--- config.mk ---
export PLATFORM = sky130hd
export DESIGN_NAME = lamp_fpu_div_seq
export DESIGN_NICKNAME = d
export VERILOG_FILES = /design/src/rtl/lampFPU_pkg.sv /design/src/rtl/lamp_fpu_rnd_pack.sv /design/src/rtl/lamp_fpu_div_seq.sv
export SDC_FILE = /design/constraint.sdc
export NUM_CORES = 1
export LEC_CHECK = 0
export ABC_AREA = 0
export BUFFER_PORTS_ARGS = -buffer_cell sky130_fd_sc_hd__buf_2
export CAP_MARGIN = 20
export CORE_MARGIN = 2
export CORE_UTILIZATION = 61
export DETAILED_ROUTE_END_ITERATION = 10
export PLACE_DENSITY_LB_ADDON = 0.3
export SLEW_MARGIN = 20
export SYNTH_ARGS = -nofsm -noshare
export SYNTH_HDL_FRONTEND = slang
export SYNTH_SLANG_ARGS = --single-unit
--- constraint.sdc ---
create_clock -name clk -period 12.5 [get_ports clk]
set_input_delay 0.625 -clock clk [delete_from_list [all_inputs] [get_ports clk]]
set_output_delay 0.625 -clock clk [all_outputs]
set_load 0.05 [all_outputs]
--- src/rtl/lampFPU_pkg.sv ---
// Shared bfloat16 FPU definitions: format widths, special encodings,
// divider sequencer states and the operand unpack/classify helper.
package lampFPU_pkg;

    localparam int unsigned LAMP_FLOAT_DW     = 16;
    localparam int unsigned LAMP_FLOAT_E_DW   = 8;
    localparam int unsigned LAMP_FLOAT_F_DW   = 7;
    localparam int unsigned LAMP_FLOAT_E_BIAS = 127;
    localparam int unsigned LAMP_EXT_E_DW     = LAMP_FLOAT_E_DW + 2;
    localparam int unsigned LAMP_SIG_DW       = LAMP_FLOAT_F_DW + 1;
    localparam int unsigned LAMP_FD_DW        = 16;

    localparam logic [LAMP_FLOAT_DW-1:0] LAMP_QNAN = 16'h7FC0;
    localparam logic [LAMP_FLOAT_DW-1:0] LAMP_INF  = 16'h7F80;

    typedef enum logic [2:0] {IDLE, CHECK, ISSUE, WAIT, NORM} div_state_t;

    typedef struct packed {
        logic                       sign;
        logic [LAMP_FLOAT_E_DW-1:0] exp;
        logic [LAMP_FLOAT_F_DW-1:0] frac;
        logic                       is_zero;
        logic                       is_inf;
        logic                       is_nan;
    } lamp_operand_t;

    // Denormals (exp == 0) classify as zero: the FPU flushes them.
    function automatic lamp_operand_t FUNC_splitOperand(input logic [LAMP_FLOAT_DW-1:0] op);
        lamp_operand_t r;
        r.sign    = op[LAMP_FLOAT_DW-1];
        r.exp     = op[LAMP_FLOAT_DW-2 -: LAMP_FLOAT_E_DW];
        r.frac    = op[LAMP_FLOAT_F_DW-1:0];
        r.is_zero = (r.exp == '0);
        r.is_inf  = (r.exp == '1) && (r.frac == '0);
        r.is_nan  = (r.exp == '1) && (r.frac != '0);
        return r;
    endfunction

endpackage

--- src/rtl/lamp_fpu_rnd_pack.sv ---
// Round-to-nearest-even on a normalized significand, then clamp the exponent
// to inf/zero and pack a bfloat16 result. Purely combinational.
module lamp_fpu_rnd_pack
    import lampFPU_pkg::*;
(
    input  logic                              sign,
    input  logic signed [LAMP_EXT_E_DW-1:0]   exp,
    input  logic        [LAMP_FLOAT_F_DW-1:0] mant,
    input  logic                              guard,
    input  logic                              sticky,
    output logic        [LAMP_FLOAT_DW-1:0]   res_c,
    output logic                              overflow_c,
    output logic                              underflow_c
);

    localparam logic signed [LAMP_EXT_E_DW-1:0] EXP_MAX = LAMP_EXT_E_DW'((1 << LAMP_FLOAT_E_DW) - 1);
    localparam logic signed [LAMP_EXT_E_DW-1:0] EXP_MIN = LAMP_EXT_E_DW'(0);

    logic                             round_up;
    logic        [LAMP_SIG_DW-1:0]    mant_rnd;
    logic signed [LAMP_EXT_E_DW-1:0]  exp_fin;

    always_comb begin
        round_up    = guard & (sticky | mant[0]);
        mant_rnd    = {1'b0, mant} + LAMP_SIG_DW'(round_up);
        // A carry-out leaves the stored fraction at zero and bumps the exponent.
        exp_fin     = exp + LAMP_EXT_E_DW'(mant_rnd[LAMP_FLOAT_F_DW]);
        overflow_c  = 1'b0;
        underflow_c = 1'b0;
        res_c       = {sign, exp_fin[LAMP_FLOAT_E_DW-1:0], mant_rnd[LAMP_FLOAT_F_DW-1:0]};
        if (exp_fin >= EXP_MAX) begin
            overflow_c = 1'b1;
            res_c      = {sign, LAMP_INF[LAMP_FLOAT_DW-2:0]};
        end else if (exp_fin <= EXP_MIN) begin
            underflow_c = 1'b1;
            res_c       = {sign, {(LAMP_FLOAT_DW-1){1'b0}}};
        end
    end

endmodule

--- src/rtl/lamp_fpu_div_seq.sv ---
// bfloat16 divide sequencer: resolves special operands locally, otherwise
// drives the Goldschmidt fractional divider and normalizes/rounds its quotient.
module lamp_fpu_div_seq
    import lampFPU_pkg::*;
(
    input  logic                       clk,
    input  logic                       rst,
    input  logic                       doDiv_i,
    input  logic [LAMP_FLOAT_DW-1:0]   op1_i,
    input  logic [LAMP_FLOAT_DW-1:0]   op2_i,
    output logic [LAMP_FLOAT_DW-1:0]   res_o,
    output logic                       valid_o,
    output logic                       busy_o,
    output logic                       invalid_o,
    output logic                       divByZero_o,
    output logic                       overflow_o,
    output logic                       underflow_o,
    output logic                       fdDoDiv_o,
    output logic [LAMP_SIG_DW-1:0]     fdN_o,
    output logic [LAMP_SIG_DW-1:0]     fdD_o,
    input  logic [LAMP_FD_DW-1:0]      fdRes_i,
    input  logic                       fdValid_i
);

    div_state_t                       state, state_nxt;
    logic [LAMP_FLOAT_DW-1:0]         op1_r, op1_nxt, op2_r, op2_nxt;
    logic                             sign_r, sign_nxt;
    logic signed [LAMP_EXT_E_DW-1:0]  exp_r, exp_nxt;
    logic [LAMP_FD_DW-2:0]            q_r, q_nxt;
    logic [LAMP_FLOAT_DW-1:0]         res_nxt;
    logic                             valid_nxt, busy_nxt, fd_do_nxt;
    logic                             inv_nxt, dbz_nxt, ovf_nxt, unf_nxt;
    logic [LAMP_SIG_DW-1:0]           fd_n_nxt, fd_d_nxt;
    lamp_operand_t                    a, b;

    // The quotient lies in (0.5, 2), so its integer MSB is always clear.
    logic unused_fd_msb;
    assign unused_fd_msb = fdRes_i[LAMP_FD_DW-1];

    assign a = FUNC_splitOperand(op1_r);
    assign b = FUNC_splitOperand(op2_r);

    // Normalize the Q2.14 quotient to 1.x; q < 1 costs one exponent step.
    logic [LAMP_FLOAT_F_DW-1:0]       norm_mant;
    logic                             norm_guard, norm_sticky;
    logic signed [LAMP_EXT_E_DW-1:0]  norm_exp;

    always_comb begin
        if (q_r[14]) begin
            norm_mant   = q_r[13:7];
            norm_guard  = q_r[6];
            norm_sticky = |q_r[5:0];
            norm_exp    = exp_r;
        end else begin
            norm_mant   = q_r[12:6];
            norm_guard  = q_r[5];
            norm_sticky = |q_r[4:0];
            norm_exp    = exp_r - LAMP_EXT_E_DW'(1);
        end
    end

    logic [LAMP_FLOAT_DW-1:0] pack_res;
    logic                     pack_ovf, pack_unf;

    lamp_fpu_rnd_pack u_rnd_pack (
        .sign        (sign_r),
        .exp         (norm_exp),
        .mant        (norm_mant),
        .guard       (norm_guard),
        .sticky      (norm_sticky),
        .res_c       (pack_res),
        .overflow_c  (pack_ovf),
        .underflow_c (pack_unf)
    );

    always_comb begin
        state_nxt = state;
        op1_nxt   = op1_r;
        op2_nxt   = op2_r;
        sign_nxt  = sign_r;
        exp_nxt   = exp_r;
        q_nxt     = q_r;
        res_nxt   = res_o;
        inv_nxt   = invalid_o;
        dbz_nxt   = divByZero_o;
        ovf_nxt   = overflow_o;
        unf_nxt   = underflow_o;
        valid_nxt = 1'b0;
        fd_do_nxt = 1'b0;
        fd_n_nxt  = '0;
        fd_d_nxt  = '0;

        case (state)
            IDLE: begin
                if (doDiv_i) begin
                    op1_nxt   = op1_i;
                    op2_nxt   = op2_i;
                    state_nxt = CHECK;
                end
            end
            CHECK: begin
                sign_nxt = a.sign ^ b.sign;
                exp_nxt  = LAMP_EXT_E_DW'({2'b00, a.exp}) - LAMP_EXT_E_DW'({2'b00, b.exp})
                         + LAMP_EXT_E_DW'(LAMP_FLOAT_E_BIAS);
                if (a.is_nan || b.is_nan || (a.is_zero && b.is_zero) || (a.is_inf && b.is_inf) ||
                    a.is_inf || b.is_zero || a.is_zero || b.is_inf) begin
                    inv_nxt   = 1'b0;
                    dbz_nxt   = 1'b0;
                    ovf_nxt   = 1'b0;
                    unf_nxt   = 1'b0;
                    valid_nxt = 1'b1;
                    state_nxt = IDLE;
                    if (a.is_nan || b.is_nan) begin
                        res_nxt = LAMP_QNAN;
                    end else if ((a.is_zero && b.is_zero) || (a.is_inf && b.is_inf)) begin
                        res_nxt = LAMP_QNAN;
                        inv_nxt = 1'b1;
                    end else if (a.is_inf) begin
                        res_nxt = {a.sign ^ b.sign, LAMP_INF[LAMP_FLOAT_DW-2:0]};
                    end else if (b.is_zero) begin
                        res_nxt = {a.sign ^ b.sign, LAMP_INF[LAMP_FLOAT_DW-2:0]};
                        dbz_nxt = 1'b1;
                    end else begin
                        res_nxt = {a.sign ^ b.sign, {(LAMP_FLOAT_DW-1){1'b0}}};
                    end
                end else begin
                    fd_do_nxt = 1'b1;
                    fd_n_nxt  = {1'b1, a.frac};
                    fd_d_nxt  = {1'b1, b.frac};
                    state_nxt = ISSUE;
                end
            end
            ISSUE: state_nxt = WAIT;
            WAIT: begin
                if (fdValid_i) begin
                    q_nxt     = fdRes_i[LAMP_FD_DW-2:0];
                    state_nxt = NORM;
                end
            end
            NORM: begin
                res_nxt   = pack_res;
                inv_nxt   = 1'b0;
                dbz_nxt   = 1'b0;
                ovf_nxt   = pack_ovf;
                unf_nxt   = pack_unf;
                valid_nxt = 1'b1;
                state_nxt = IDLE;
            end
            default: state_nxt = IDLE;
        endcase

        busy_nxt = (state_nxt != IDLE);
    end

    always_ff @(posedge clk or posedge rst) begin
        if (rst) begin
            state       <= IDLE;
            op1_r       <= '0;
            op2_r       <= '0;
            sign_r      <= 1'b0;
            exp_r       <= '0;
            q_r         <= '0;
            res_o       <= '0;
            valid_o     <= 1'b0;
            busy_o      <= 1'b0;
            invalid_o   <= 1'b0;
            divByZero_o <= 1'b0;
            overflow_o  <= 1'b0;
            underflow_o <= 1'b0;
            fdDoDiv_o   <= 1'b0;
            fdN_o       <= '0;
            fdD_o       <= '0;
        end else begin
            state       <= state_nxt;
            op1_r       <= op1_nxt;
            op2_r       <= op2_nxt;
            sign_r      <= sign_nxt;
            exp_r       <= exp_nxt;
            q_r         <= q_nxt;
            res_o       <= res_nxt;
            valid_o     <= valid_nxt;
            busy_o      <= busy_nxt;
            invalid_o   <= inv_nxt;
            divByZero_o <= dbz_nxt;
            overflow_o  <= ovf_nxt;
            underflow_o <= unf_nxt;
            fdDoDiv_o   <= fd_do_nxt;
            fdN_o       <= fd_n_nxt;
            fdD_o       <= fd_d_nxt;
        end
    end

endmodule

==> PnR_summary.wiki <==
{| class="wikitable"
! Metric !! Value
|-
| Effective utilization at floorplan || 0.632
|-
| CTS Hold Buffers Added || 0
|-
| HPWL after DPL || 8.43 mm
|-
| Via count normalized by instance count || 5.77
|-
| Final hold violations || 0
|-
| Number of nets still failing antenna checks after routing || 0
|-
| Cells after synthesis || 531
|-
| Number of rows in the core area || 33
|-
| Combinational group share of total power || 0.538
|-
| DRC || 0
|-
| Critical path data arrival time || 4.95 ns
|-
| Average routed wire per standard cell || 15.7 microns
|-
| Number of synthesized flops with an enable pin || 0
|-
| Largest fanout of any net on the critical path || 26
|-
| Clock tree from TritonCTS || done
|-
| First DRT Iteration DRCs || 186
|-
| WP data required || 12.74 ns
|-
| Final wirelength || 11.3 mm
|-
| Clock tree root driver cell || clkbuf_8
|-
| Class of the most critical setup path || register to register
|-
| Most frequent standard cell in the layout excluding fill and tap cells || dfrtp_1
|-
| P_int || 0.897 mW
|-
| Core region area || 8260 sq um
|-
| Worst-case clock buffer depth || 2
|-
| Y dimension of the die || 96.5 microns
|-
| Delay contributed by the slowest stage of the critical path || 1.02 ns
|-
| Status || finished clean
|-
| Post CTS Setup Buffer Count || 0
|-
| TritonCTS sink count || 98
|-
| Mapped Avg Cell Area || 9.83 sq um
|-
| Power spent charging and discharging nets || 0.844 mW
|-
| Die area || 9320 sq um
|-
| Number of placed I/O pins || 91
|-
| Clock latency at the later pin of the worst-skew pair || 0.36 ns
|-
| Pin count of the biggest net entering global routing || 73
|-
| Classification of the worst-slack hold path || primary input to asynchronous set/reset pin
|-
| Number of antenna violations at the first check in global routing || 0
|-
| First-pass GRT wire length || 18.8 mm
|-
| Post-layout nets || 676
|-
| Net count of the mapped netlist || 597
|-
| Setup repair after global routing missed its margin || false
|-
| Highest clock rate || 212 MHz
|-
| Total via count in the routed design || 4156
|-
| Area overhead of the layout relative to synthesis || 13.4%
|-
| Post-CTS clock slew at the launch and capture registers of the worst setup and hold paths || 0.11 ns
|-
| Proportion of synthesized flip-flops having asynchronous set or reset || 1.00
|-
| Worst slew slack as a fraction of its limit || 0.327
|-
| Sequential-to-total area share from yosys stat || 0.470
|-
| Overall routing resource usage || 0.259
|-
| Clock share of power || 0.116
|-
| CTS H-Tree Depth || 3
|-
| Syn. warnings || 0
|-
| Areal power density over the cells || 294 nW/um^2
|-
| Type of origin of the critical path || register
|-
| Worst-path cell chain || mux2i_1 > nor2b_1 > nand3b_1 > nor3b_1 > and3b_1 > ha_1 > inv_1 > o41ai_2 > o21ai_1 > or3_4 > o32a_4 > o41ai_4 > o32ai_1
|-
| Final Skew || 0.0121 ns
|-
| Power share of the sequential group || 0.346
|-
| Fin crit share || 0.377
|-
| Pins Over Slew Limit || 0
|-
| Setup TNS || 0 ns
|-
| DIE WIDTH || 96.5 microns
|-
| Overflow left after global routing || 0
|-
| Worst slack after detailed placement || 7.86 ns
|-
| Port Buffer Count || 89
|-
| Antenna fix cells || 0
|-
| Cell area after synthesis || 5220 sq um
|-
| Main synth FF type || dfrtp_1
|-
| Worst vdd rail ir drop || 166 uV
|-
| Setup slack of the most critical reg-to-reg path || 7.78 ns
|-
| Flip-flop and latch count after synthesis || 98
|-
| Worst Hold Slack || 0.215 ns
|-
| Setup-failing EPs final || 0
|-
| Number of optimization iterations in the first detailed-route pass || 4
|-
| Max-Cap Viols || 0
|-
| Actual slew at the worst max-slew pin || 1.01 ns
|-
| Shortest period the worst path allows || 4.72 ns
|-
| Capturing element type of the critical path || register
|-
| Cts bufs inserted || 9
|-
| Leakage power of the design || 2.80 nW
|-
| Distinct cell type count of the synthesized netlist || 65
|-
| Count of instances resized after the clock tree is built || 0
|-
| Commonest non-fill, non-tap cells in the layout || 98 x dfrtp_1, 89 x buf_2, 87 x nand2_1
|-
| Switching share of total power || 0.485
|-
| Vias in the first global route || 4027
|-
| Crit path setup slack, layout || 7.78 ns
|-
| RD Place Congestion || 0.832
|-
| Slowest stage cell on the critical path || dfrtp_1
|-
| Ratio of cells with drive above 1 in the final layout || 0.252
|}
[cells by family after synthesis]
logic type,count (synthesis),synth area share
adder cells (fa/ha/maj),14,0.0350
AO/OA/AOI/OAI,106,0.143
AND/OR/NAND/NOR,207,0.200
multiplexers,34,0.0714
flip-flops,98,0.470
XOR/XNOR,26,0.0451
buffers and inverters,46,0.0362
[through the flow]
step	cells	power, mW	util	instance area (sq um)
floorplan	531	1.34	-	5220
global placement	704	1.49	0.692	5720
detailed placement	704	1.54	0.692	5720
CTS	720	1.74	0.716	5910
global route	720	1.88	0.717	5920
finish	720	1.74	0.717	5920
[layer usage]
metal  global-route usage  up-vias  part of all wire
met5                    0        -                 0
met4               0.0833        0             0.014
met3               0.0497       16             0.049
met2                0.439      103              0.51
met1                0.336     1996              0.43
li1                     -     2041                 -
[final cells by class]
type / count / area, sq um
multi-input combinational: 387 / 2590
fill: 624 / 2340
tap: 105 / 131
clock buffer: 10 / 138
timing repair buffer: 91 / 460
inverter: 23 / 88.8
clock inverter: 6 / 56.3
sequential: 98 / 2450
[power groups by stage]
| stage | clock network [mW] | logic, mW | registers, mW |
|---|---|---|---|
| 3_5_place_dp | 0 | 0.931 | 0.605 |
| 2_1_floorplan | 0 | 0.627 | 0.711 |
| 3_3_place_gp | 0 | 0.900 | 0.592 |
| 6_report | 0.201 | 0.937 | 0.602 |
| 5_1_grt | 0.216 | 1.04 | 0.625 |
| 4_1_cts | 0.204 | 0.936 | 0.600 |
[final timing paths]
kind,cells after the start,start,endpoint
max in group asynchronous,3,rst,res_o[10]
setup / recovery,13,q_r[14],res_o[6]
min in group clk,3,fdRes_i[10],q_r[10]
hold / removal,2,rst,op2_r[3]
setup reg to reg,13,q_r[14],res_o[6]
hold reg to reg,2,res_o[3],res_o[3]
[critical path, delay by kind of cell (launching register included)]
family / cells / cell delay, ns
DFF: 1 / 1.02
adders and majority gates: 1 / 0.20
and+or+nand+nor: 5 / 1.33
muxes: 1 / 0.21
AOI/OAI and AO/OA: 5 / 1.76
buffers and inverters: 1 / 0.06
[registers in the layout, summed over array words and instances, names as in the netlist]
register / count
op1_r: 16
op2_r: 16
res_o: 16
q_r: 15
exp_r: 10
fdD_o: 8
fdN_o: 7
state: 3
busy_o: 1
divByZero_o: 1
invalid_o: 1
overflow_o: 1
sign_r: 1
underflow_o: 1
valid_o: 1
[synthesized netlist by cell type (all sizes together) (5+ instances only)]
| cell | instances | share of area |
|---|---|---|
| o21ai | 33 | 0.032 |
| nand3 | 11 | 0.011 |
| nor4 | 8 | 0.011 |
| ha | 13 | 0.031 |
| nor3 | 12 | 0.013 |
| mux2 | 26 | 0.056 |
| o31ai | 8 | 0.012 |
| nand4 | 9 | 0.011 |
| buf | 5 | 0.0067 |
| xnor2 | 18 | 0.032 |
| mux2i | 8 | 0.015 |
| a21oi | 18 | 0.017 |
| or3 | 5 | 0.0069 |
| nand2 | 87 | 0.063 |
| dfrtp | 98 | 0.47 |
| clkbuf | 18 | 0.013 |
| a32oi | 5 | 0.0084 |
| a21o | 7 | 0.010 |
| and2 | 18 | 0.022 |
| and3 | 7 | 0.0084 |
| inv | 22 | 0.016 |
| nor2 | 26 | 0.019 |
| xor2 | 8 | 0.013 |
Note: power is estimated with default switching activity, not from simulation.
